[config.mk]
export PLATFORM = sky130hd
export DESIGN_NAME = move_path_recorder
export DESIGN_NICKNAME = d
export VERILOG_FILES = /design/src/rtl/maze_pkg.sv /design/src/rtl/move_buffer.sv /design/src/rtl/move_path_recorder.sv
export SDC_FILE = /design/constraint.sdc
export NUM_CORES = 1
export LEC_CHECK = 0
export ABC_AREA = 1
export CAP_MARGIN = 10
export CORE_AREA = 5 5 229 231
export DETAILED_ROUTE_END_ITERATION = 7
export DIE_AREA = 0 0 234 236
export PLACE_DENSITY_LB_ADDON = 0.2
export SLEW_MARGIN = 0
export SYNTH_ARGS = -nofsm -noshare
export SYNTH_HDL_FRONTEND = slang
export SYNTH_SLANG_ARGS = --single-unit
[constraint.sdc]
create_clock -name clk_i -period 2.3 [get_ports clk_i]
set_input_delay 0.46 -clock clk_i [delete_from_list [all_inputs] [get_ports clk_i]]
set_output_delay 0.46 -clock clk_i [all_outputs]
set_load 0.05 [all_outputs]
[src/rtl/maze_pkg.sv]
// Shared definitions for the maze move-path recorder: move encodings,
// recorder state constants and the default coordinate width.
package maze_pkg;

   // Default coordinate width: the maze is 2^COORD_W cells on a side.
   localparam int COORD_W_DEF = 4;

   // Move encoding as produced by the maze solver.
   typedef enum logic [1:0] {
      MV_UP    = 2'b00,  // y - 1
      MV_RIGHT = 2'b01,  // x + 1
      MV_LEFT  = 2'b10,  // x - 1
      MV_DOWN  = 2'b11   // y + 1
   } move_t;

   // Recorder FSM states, kept as plain constants so older tools and
   // waveform scripts that expect raw encodings keep working.
   localparam logic [1:0] ST_IDLE   = 2'd0;
   localparam logic [1:0] ST_RECORD = 2'd1;
   localparam logic [1:0] ST_READY  = 2'd2;
   localparam logic [1:0] ST_FAIL   = 2'd3;

endpackage : maze_pkg

[src/rtl/move_buffer.sv]
// Move storage: DEPTH x 2-bit register array with one write port and one
// registered read port. The read register is cleared by clr_i so the replay
// data output starts from zero after reset or restart.
module move_buffer #(
   parameter int DEPTH = 256,
   parameter int AW    = $clog2(DEPTH)
) (
   input  logic          clk_i,
   input  logic          clr_i,
   input  logic          wr_en_i,
   input  logic [AW-1:0] wr_addr_i,
   input  logic [1:0]    wr_data_i,
   input  logic          rd_en_i,
   input  logic [AW-1:0] rd_addr_i,
   output logic [1:0]    rd_data_o
);

   logic [1:0] mem_q [DEPTH];
   logic [1:0] rd_data_q;

   // Write port: store one move per enabled cycle.
   // NOTE: the array has no reset; stale contents are never observable because
   // the count and pointers are reset, and leaving it unreset lets it map to RAM.
   always_ff @(posedge clk_i) begin
      if (wr_en_i) begin
         mem_q[wr_addr_i] <= wr_data_i;
      end
   end

   // Registered read port: data appears the cycle after the read enable.
   always_ff @(posedge clk_i) begin
      if (clr_i) begin
         rd_data_q <= 2'b00;
      end else if (rd_en_i) begin
         rd_data_q <= mem_q[rd_addr_i];
      end
   end

   assign rd_data_o = rd_data_q;

endmodule : move_buffer

[src/rtl/move_path_recorder.sv]
// Records the maze solver's move stream, tracks the rat's position from the
// start cell, judges the path when the solver finishes, and replays the stored
// moves one per request.
module move_path_recorder
   import maze_pkg::*;
#(
   parameter int DEPTH   = 256,
   parameter int COORD_W = COORD_W_DEF,
   parameter int START_X = 0,
   parameter int START_Y = 0,
   parameter int GOAL_X  = 15,
   parameter int GOAL_Y  = 15
) (
   input  logic                     clk_i,
   input  logic                     rst_i,
   input  logic                     clear_i,
   input  logic                     move_valid_i,
   input  logic [1:0]               move_i,
   input  logic                     solver_done_i,
   input  logic                     solver_fail_i,
   input  logic                     rd_req_i,
   output logic [1:0]               rd_data_o,
   output logic                     rd_valid_o,
   output logic                     rd_last_o,
   output logic [$clog2(DEPTH):0]   count_o,
   output logic [COORD_W-1:0]       pos_x_o,
   output logic [COORD_W-1:0]       pos_y_o,
   output logic                     path_ok_o,
   output logic                     path_err_o,
   output logic                     overflow_o,
   output logic                     failed_o
);

   localparam int AW = $clog2(DEPTH);
   localparam int CW = AW + 1;

   localparam logic [CW-1:0]      FULL_CNT = CW'(DEPTH);
   localparam logic [COORD_W-1:0] X_START  = COORD_W'(START_X);
   localparam logic [COORD_W-1:0] Y_START  = COORD_W'(START_Y);
   localparam logic [COORD_W-1:0] X_GOAL   = COORD_W'(GOAL_X);
   localparam logic [COORD_W-1:0] Y_GOAL   = COORD_W'(GOAL_Y);
   localparam logic [COORD_W-1:0] C_MAX    = '1;

   logic [1:0]         state_q,    state_d;
   logic [CW-1:0]      count_q,    count_d;
   logic [AW-1:0]      wr_ptr_q,   wr_ptr_d;
   logic [AW-1:0]      rd_ptr_q,   rd_ptr_d;
   logic [COORD_W-1:0] pos_x_q,    pos_x_d;
   logic [COORD_W-1:0] pos_y_q,    pos_y_d;
   logic               path_ok_q,  path_ok_d;
   logic               path_err_q, path_err_d;
   logic               overflow_q, overflow_d;
   logic               failed_q,   failed_d;
   logic               rd_valid_q, rd_valid_d;
   logic               rd_last_q,  rd_last_d;

   logic               wr_en;
   logic               rd_en;
   logic               restart;

   assign restart = rst_i | clear_i;

   // Next-state logic: recording, position tracking, path judgement and replay.
   // NOTE: every signal driven here gets a default first, so no path through
   // the block leaves a value unassigned and no latch is inferred.
   always_comb begin
      state_d    = state_q;
      count_d    = count_q;
      wr_ptr_d   = wr_ptr_q;
      rd_ptr_d   = rd_ptr_q;
      pos_x_d    = pos_x_q;
      pos_y_d    = pos_y_q;
      path_ok_d  = path_ok_q;
      path_err_d = path_err_q;
      overflow_d = overflow_q;
      failed_d   = failed_q;
      rd_valid_d = 1'b0;
      rd_last_d  = 1'b0;
      wr_en      = 1'b0;
      rd_en      = 1'b0;

      case (state_q)
         ST_IDLE, ST_RECORD: begin
            if (move_valid_i) begin
               state_d = ST_RECORD;
               if (count_q == FULL_CNT) begin
                  // Buffer full: drop the move, leave position alone.
                  overflow_d = 1'b1;
               end else begin
                  wr_en    = 1'b1;
                  wr_ptr_d = wr_ptr_q + 1'b1;
                  count_d  = count_q + 1'b1;
                  // A move off the edge is still stored, but the position
                  // holds and the path is marked bad.
                  case (move_t'(move_i))
                     MV_UP: begin
                        if (pos_y_q == '0) path_err_d = 1'b1;
                        else               pos_y_d    = pos_y_q - 1'b1;
                     end
                     MV_RIGHT: begin
                        if (pos_x_q == C_MAX) path_err_d = 1'b1;
                        else                  pos_x_d    = pos_x_q + 1'b1;
                     end
                     MV_LEFT: begin
                        if (pos_x_q == '0) path_err_d = 1'b1;
                        else               pos_x_d    = pos_x_q - 1'b1;
                     end
                     MV_DOWN: begin
                        if (pos_y_q == C_MAX) path_err_d = 1'b1;
                        else                  pos_y_d    = pos_y_q + 1'b1;
                     end
                     default: ;
                  endcase
               end
            end

            // A move arriving with done/fail is folded in before judging.
            if (solver_fail_i) begin
               state_d  = ST_FAIL;
               failed_d = 1'b1;
            end else if (solver_done_i) begin
               state_d   = ST_READY;
               path_ok_d = !path_err_d && !overflow_d &&
                           (pos_x_d == X_GOAL) && (pos_y_d == Y_GOAL);
            end
         end

         ST_READY: begin
            if (rd_req_i && (count_q != '0)) begin
               rd_en      = 1'b1;
               rd_valid_d = 1'b1;
               rd_last_d  = ({1'b0, rd_ptr_q} == (count_q - 1'b1));
               rd_ptr_d   = rd_last_d ? '0 : rd_ptr_q + 1'b1;
            end
         end

         ST_FAIL: ;

         default: state_d = ST_IDLE;
      endcase
   end

   // State registers; reset and clear return everything to the start point.
   // NOTE: sequential state uses non-blocking assignments so every register
   // samples its pre-edge value regardless of statement order.
   always_ff @(posedge clk_i) begin
      if (restart) begin
         state_q    <= ST_IDLE;
         count_q    <= '0;
         wr_ptr_q   <= '0;
         rd_ptr_q   <= '0;
         pos_x_q    <= X_START;
         pos_y_q    <= Y_START;
         path_ok_q  <= 1'b0;
         path_err_q <= 1'b0;
         overflow_q <= 1'b0;
         failed_q   <= 1'b0;
         rd_valid_q <= 1'b0;
         rd_last_q  <= 1'b0;
      end else begin
         state_q    <= state_d;
         count_q    <= count_d;
         wr_ptr_q   <= wr_ptr_d;
         rd_ptr_q   <= rd_ptr_d;
         pos_x_q    <= pos_x_d;
         pos_y_q    <= pos_y_d;
         path_ok_q  <= path_ok_d;
         path_err_q <= path_err_d;
         overflow_q <= overflow_d;
         failed_q   <= failed_d;
         rd_valid_q <= rd_valid_d;
         rd_last_q  <= rd_last_d;
      end
   end

   move_buffer #(
      .DEPTH (DEPTH),
      .AW    (AW)
   ) u_move_buffer (
      .clk_i     (clk_i),
      .clr_i     (restart),
      .wr_en_i   (wr_en),
      .wr_addr_i (wr_ptr_q),
      .wr_data_i (move_i),
      .rd_en_i   (rd_en),
      .rd_addr_i (rd_ptr_q),
      .rd_data_o (rd_data_o)
   );

   assign rd_valid_o = rd_valid_q;
   assign rd_last_o  = rd_last_q;
   assign count_o    = count_q;
   assign pos_x_o    = pos_x_q;
   assign pos_y_o    = pos_y_q;
   assign path_ok_o  = path_ok_q;
   assign path_err_o = path_err_q;
   assign overflow_o = overflow_q;
   assign failed_o   = failed_q;

endmodule : move_path_recorder
==> impl.org <==
** Logic synthesis
- Average footprint of a synthesized cell :: 9.79 µm²
- For this run, the leading register cell type out of synthesis is sky130_fd_sc_hd__edfxtp_1.
- In the synthesized netlist, the number of instances is 2529.
- The number of nets handed over by synthesis was 2553.
- Area of the mapped netlist :: 24800 µm²
- Number of enable flip-flop cells after synthesis :: 512
- Counting flops and latches in the post-synthesis netlist gives 555.
- The number of different library cells used by synthesis comes to 39.
- The share of the Yosys chip area taken by registers is 65.6%.
- During synthesis, Yosys emitted a total of 0 warnings.
- After synthesis, the share of flip-flops with an asynchronous set or reset is 0%.

** Global route
- Total GRT Usage :: 23.2%
- Remaining global-route overflow :: 0
- Via count of the first global-routing pass :: 17700
- Initial antenna violation count :: 0
- Entering global routing, the biggest net connects 113 pins.
- First-pass GRT wire length :: 98900 µm

** Detailed routing
- The count of nets left with antenna violations once routing finished came out at 0.
- After the first detailed-routing iteration, the DRC count stood at 1821.
- # DRC :: 0
- Drt wl/cell :: 19.6 µm
- The first detailed-routing pass took 8 iterations.
- The final route contains 18000 vias.
- Vias per std cell :: 5.47
- Final wirelength :: 64700 µm

** Power and ir drop
- Cell Int Power :: 16.2 mW
- The share of total power dissipated in sequential elements is 54.1%.
- Switching component of the power :: 4.16 mW
- The clock network accounts for 43.2% of the total power.
- Summed over all cells, the static leakage comes to 10.5 nW.
- Maximum resistive drop on vdd :: 668 µV
- Combinational power share :: 2.7%
- Switching share of power :: 20.4%
- For this design the ratio of total power to cell area is 721 nW/µm².

** Timing
- The smallest clock period supported by the final layout is computed as 2230 ps.
- Sum of negative setup slack :: 0 ps
- Setup repair after global routing could not meet its margin everywhere.
- The worst path meets setup with 70.0 ps of slack.
- Post-route clock skew :: 17.8 ps
- Number of endpoints failing setup at the final stage :: 0
- The final hold violation count is 0.
- Share of the cycle needed by the critical path after routing :: 97.0%
- Achievable Freq :: 0.448 GHz
- The count of pins over their slew limit came to 0.
- Relative slew margins :: 49.1%
- For the pin with the worst max-slew slack, the measured transition is 762 ps.

** Cells and area
- Measured on the finished design, the core utilization comes to 56.7%.
- From synthesis to final layout, the design area changed by 14.2%.
- Counting the fill cells in the layout gives 4366.
- Ant. Diodes :: 0
- Design Area, Final :: 28300 µm²
- Fraction of layout instances using a drive strength above 1 :: 8.30%
- Final Non-Filler Cells :: 3298
- Layout net count :: 2608

** Worst setup path
- The slowest stage of the critical path is the sky130_fd_sc_hd__clkdlybuf4s50_1 cell.
- In this run the worst setup path begins at path_err_o.
- Among cell families on the critical path, the largest total delay comes from buffers and inverters.
- The number of buffers and inverters on the critical path is 1.
- Required time of the worst setup path :: 1840 ps
- The largest single stage delay on the critical path is 810 ps.
- Kind of start point of the critical path :: flop
- Endpoint type of the worst setup path :: primary output
- Maximum fanout along the worst path :: 3
- Critical path class :: reg -> out
- Setup slack on the worst reg-to-reg path comes out at 90 ps.
- In this run the critical register-to-register path is captured at u_move_buffer.rd_data_o[0].
- The critical path goes through clkdlybuf4s50_1.
- Data on the critical path arrives at its endpoint at 1770 ps.
- The startpoint identified for the worst register-to-register timing path is rd_ptr_q[0].
- The worst register-to-register path has a depth of 12.

** Clocking
- For the worst-skew pair, the clock arrives at the later sink with an insertion delay of 610 ps.
- CTS tree :: done
- Maximum number of buffers from clock root to sink :: 3
- Root buffer cell :: sky130_fd_sc_hd__clkbuf_16
- CTS Hold Bufs :: 0
- Number of CTS-inserted buffers :: 57
- Counting every sink on the clock net gives 555.
- H-Tree Depth :: 2
- Clock-pin slew was measured on the worst setup and hold paths at 60 ps.

** Floorplan
- Io pins :: 34
- Site Rows :: 82
- Die W :: 234 µm
- The floorplan step defined a die boundary enclosing 55200 µm².
- Initial core utilization :: 49.7%
- Die span in y :: 236 µm
- Area of the core region :: 49900 µm²

** Hold path
- The startpoint identified for the worst hold timing path is move_i[0].
- Hold Path Class :: in -> reg
- Counting instances, the worst hold path has a depth of 1.
- End of the worst hold path :: u_move_buffer.mem_q[198][0]

** Run
- Number of max-cap violations :: 0

** Placement
- OpenSTA, run right after detailed placement, puts the worst setup slack at -95.6 ps.
- The placed instances occupy a cell area of 26500 µm².
- HPWL after detailed placement :: 38900 µm
- IO Port Bufs :: 33
- At the end of routability-driven placement, the weighted congestion stood at 0.841.
- Total instance count after detailed placement :: 3194

** Run status
- Status :: completed
kinds of logic (layout without fill, tap and decap cells):
family          count (synthesis)  after routing  synth area share [%]
fa+ha+maj                      15             15                 0.758
buf+inv                       305            402                  5.11
simple gates                 1395           1395                  22.8
compound gates                242            242                  5.14
xor+xnor                       17             17                 0.601
flops                         555            555                  65.6
per-stage QoR:
stage / total power [mW] / hold WS, ps
3_5_place_dp: 11.8 / 457
3_3_place_gp: 11.8 / 451
4_1_cts: 20.5 / 98.0
2_1_floorplan: 11.5 / 467
5_1_grt: 21.0 / 112
6_report: 20.4 / 123
worst register-to-register path, delay by kind of cell, from the launching register on:
| family | cells | cell delay [ps] |
|---|---|---|
| and+or+nand+nor | 7 | 840 |
| DFF | 1 | 470 |
| AOI/OAI and AO/OA | 2 | 450 |
| buffers and inverters | 3 | 340 |
state kept, by name, indices dropped and copies added (netlist names):
| name | flops |
|---|---|
| failed_o | 1 |
| pos_y_o | 4 |
| wr_ptr_q | 8 |
| u_move_buffer.mem_q | 512 |
| rd_ptr_q | 8 |
| rd_last_o | 1 |
| path_err_o | 1 |
| rd_valid_o | 1 |
| overflow_o | 1 |
| count_o | 9 |
| pos_x_o | 4 |
| path_ok_o | 1 |
| u_move_buffer.rd_data_o | 2 |
| state_q | 2 |
cell type report:
cell class	instances	area, µm²	area share (%)
Clock buffer	75	1520	5.39
Clock inverter	26	221	0.783
Inverter	163	622	2.20
Multi-Input combinational cell	1669	7310	25.9
Sequential cell	555	16300	57.5
Tap cell	672	841	2.97
Timing Repair Buffer	138	1510	5.34
timing repair:
item | CTS | global route
endpoints found under the setup margin | 15 | 123
gates cloned | 0 | 1
setup buffers | 0 | 2
pin swaps | 0 | 1
gates resized for setup | 15 | 18
worst max path at each step:
stage          depth (start not counted)  slack (ps)                           to
6_report                               1          70                   path_err_o
3_5_place_dp                           8        -100  u_move_buffer.mem_q[159][0]
4_1_cts                               12          10  u_move_buffer.mem_q[159][0]
3_3_place_gp                           8         -70  u_move_buffer.mem_q[111][1]
5_1_grt                               16         -50   u_move_buffer.rd_data_o[0]
2_1_floorplan                         11           9  u_move_buffer.mem_q[111][0]
layout by cell type (no fill, tap or decap), types with 4 or more instances in the layout:
cell type,n
sky130_fd_sc_hd__and3_1,4
sky130_fd_sc_hd__xnor2_1,5
sky130_fd_sc_hd__clkbuf_1,15
sky130_fd_sc_hd__dfxtp_4,4
sky130_fd_sc_hd__o21ai_0,160
sky130_fd_sc_hd__clkinv_2,10
sky130_fd_sc_hd__o22ai_1,5
sky130_fd_sc_hd__clkinv_1,17
sky130_fd_sc_hd__nor3_1,13
sky130_fd_sc_hd__o211ai_1,16
sky130_fd_sc_hd__bufinv_16,4
sky130_fd_sc_hd__nor2_2,6
sky130_fd_sc_hd__nand2_1,612
sky130_fd_sc_hd__clkdlybuf4s50_1,16
sky130_fd_sc_hd__clkbuf_16,58
sky130_fd_sc_hd__dfxtp_1,37
sky130_fd_sc_hd__xor2_1,12
sky130_fd_sc_hd__inv_1,150
sky130_fd_sc_hd__ha_1,15
sky130_fd_sc_hd__nand3_1,211
sky130_fd_sc_hd__buf_4,74
sky130_fd_sc_hd__a21oi_1,51
sky130_fd_sc_hd__nor4_1,4
sky130_fd_sc_hd__nor2_1,513
sky130_fd_sc_hd__dlygate4sd2_1,15
sky130_fd_sc_hd__edfxtp_1,512
sky130_fd_sc_hd__nand4_1,11
sky130_fd_sc_hd__buf_12,28
Yosys cell counts, drive strengths merged (4+ instances only):
cell	n	area share (%)
xnor2	5	0.18
clkinv	7	0.11
edfxtp	512	62
a21oi	53	1.1
o22ai	5	0.13
clkbuf	68	1.0
inv	156	2.4
ha	15	0.76
nand4	13	0.38
xor2	12	0.42
o21ai	163	3.3
nand2	615	9.4
o211ai	16	0.49
nor2	521	7.9
nand3	213	4.3
dfxtp	43	3.5
nor3	15	0.32
buf	74	1.6
nor4	6	0.18
and3	4	0.10
per-layer routing:
layer | share of wire, % | global-route usage, % | vias to the layer above
li1 | - | - | 8566
met1 | 42 | 30.9 | 8663
met2 | 48 | 38.4 | 653
met3 | 7.1 | 3.75 | 156
met4 | 3.7 | 8.67 | 0
met5 | 0 | 0 | -
power groups by stage:
stage	sequential [mW]	clock [mW]	combinational (mW)
after floorplan	11.3	0	0.197
after global placement	11.2	0	0.532
after detailed placement	11.3	0	0.541
after CTS	11.0	8.91	0.538
after global routing	11.0	9.34	0.588
final	11.0	8.81	0.542
(Power assumes the default switching activity.)
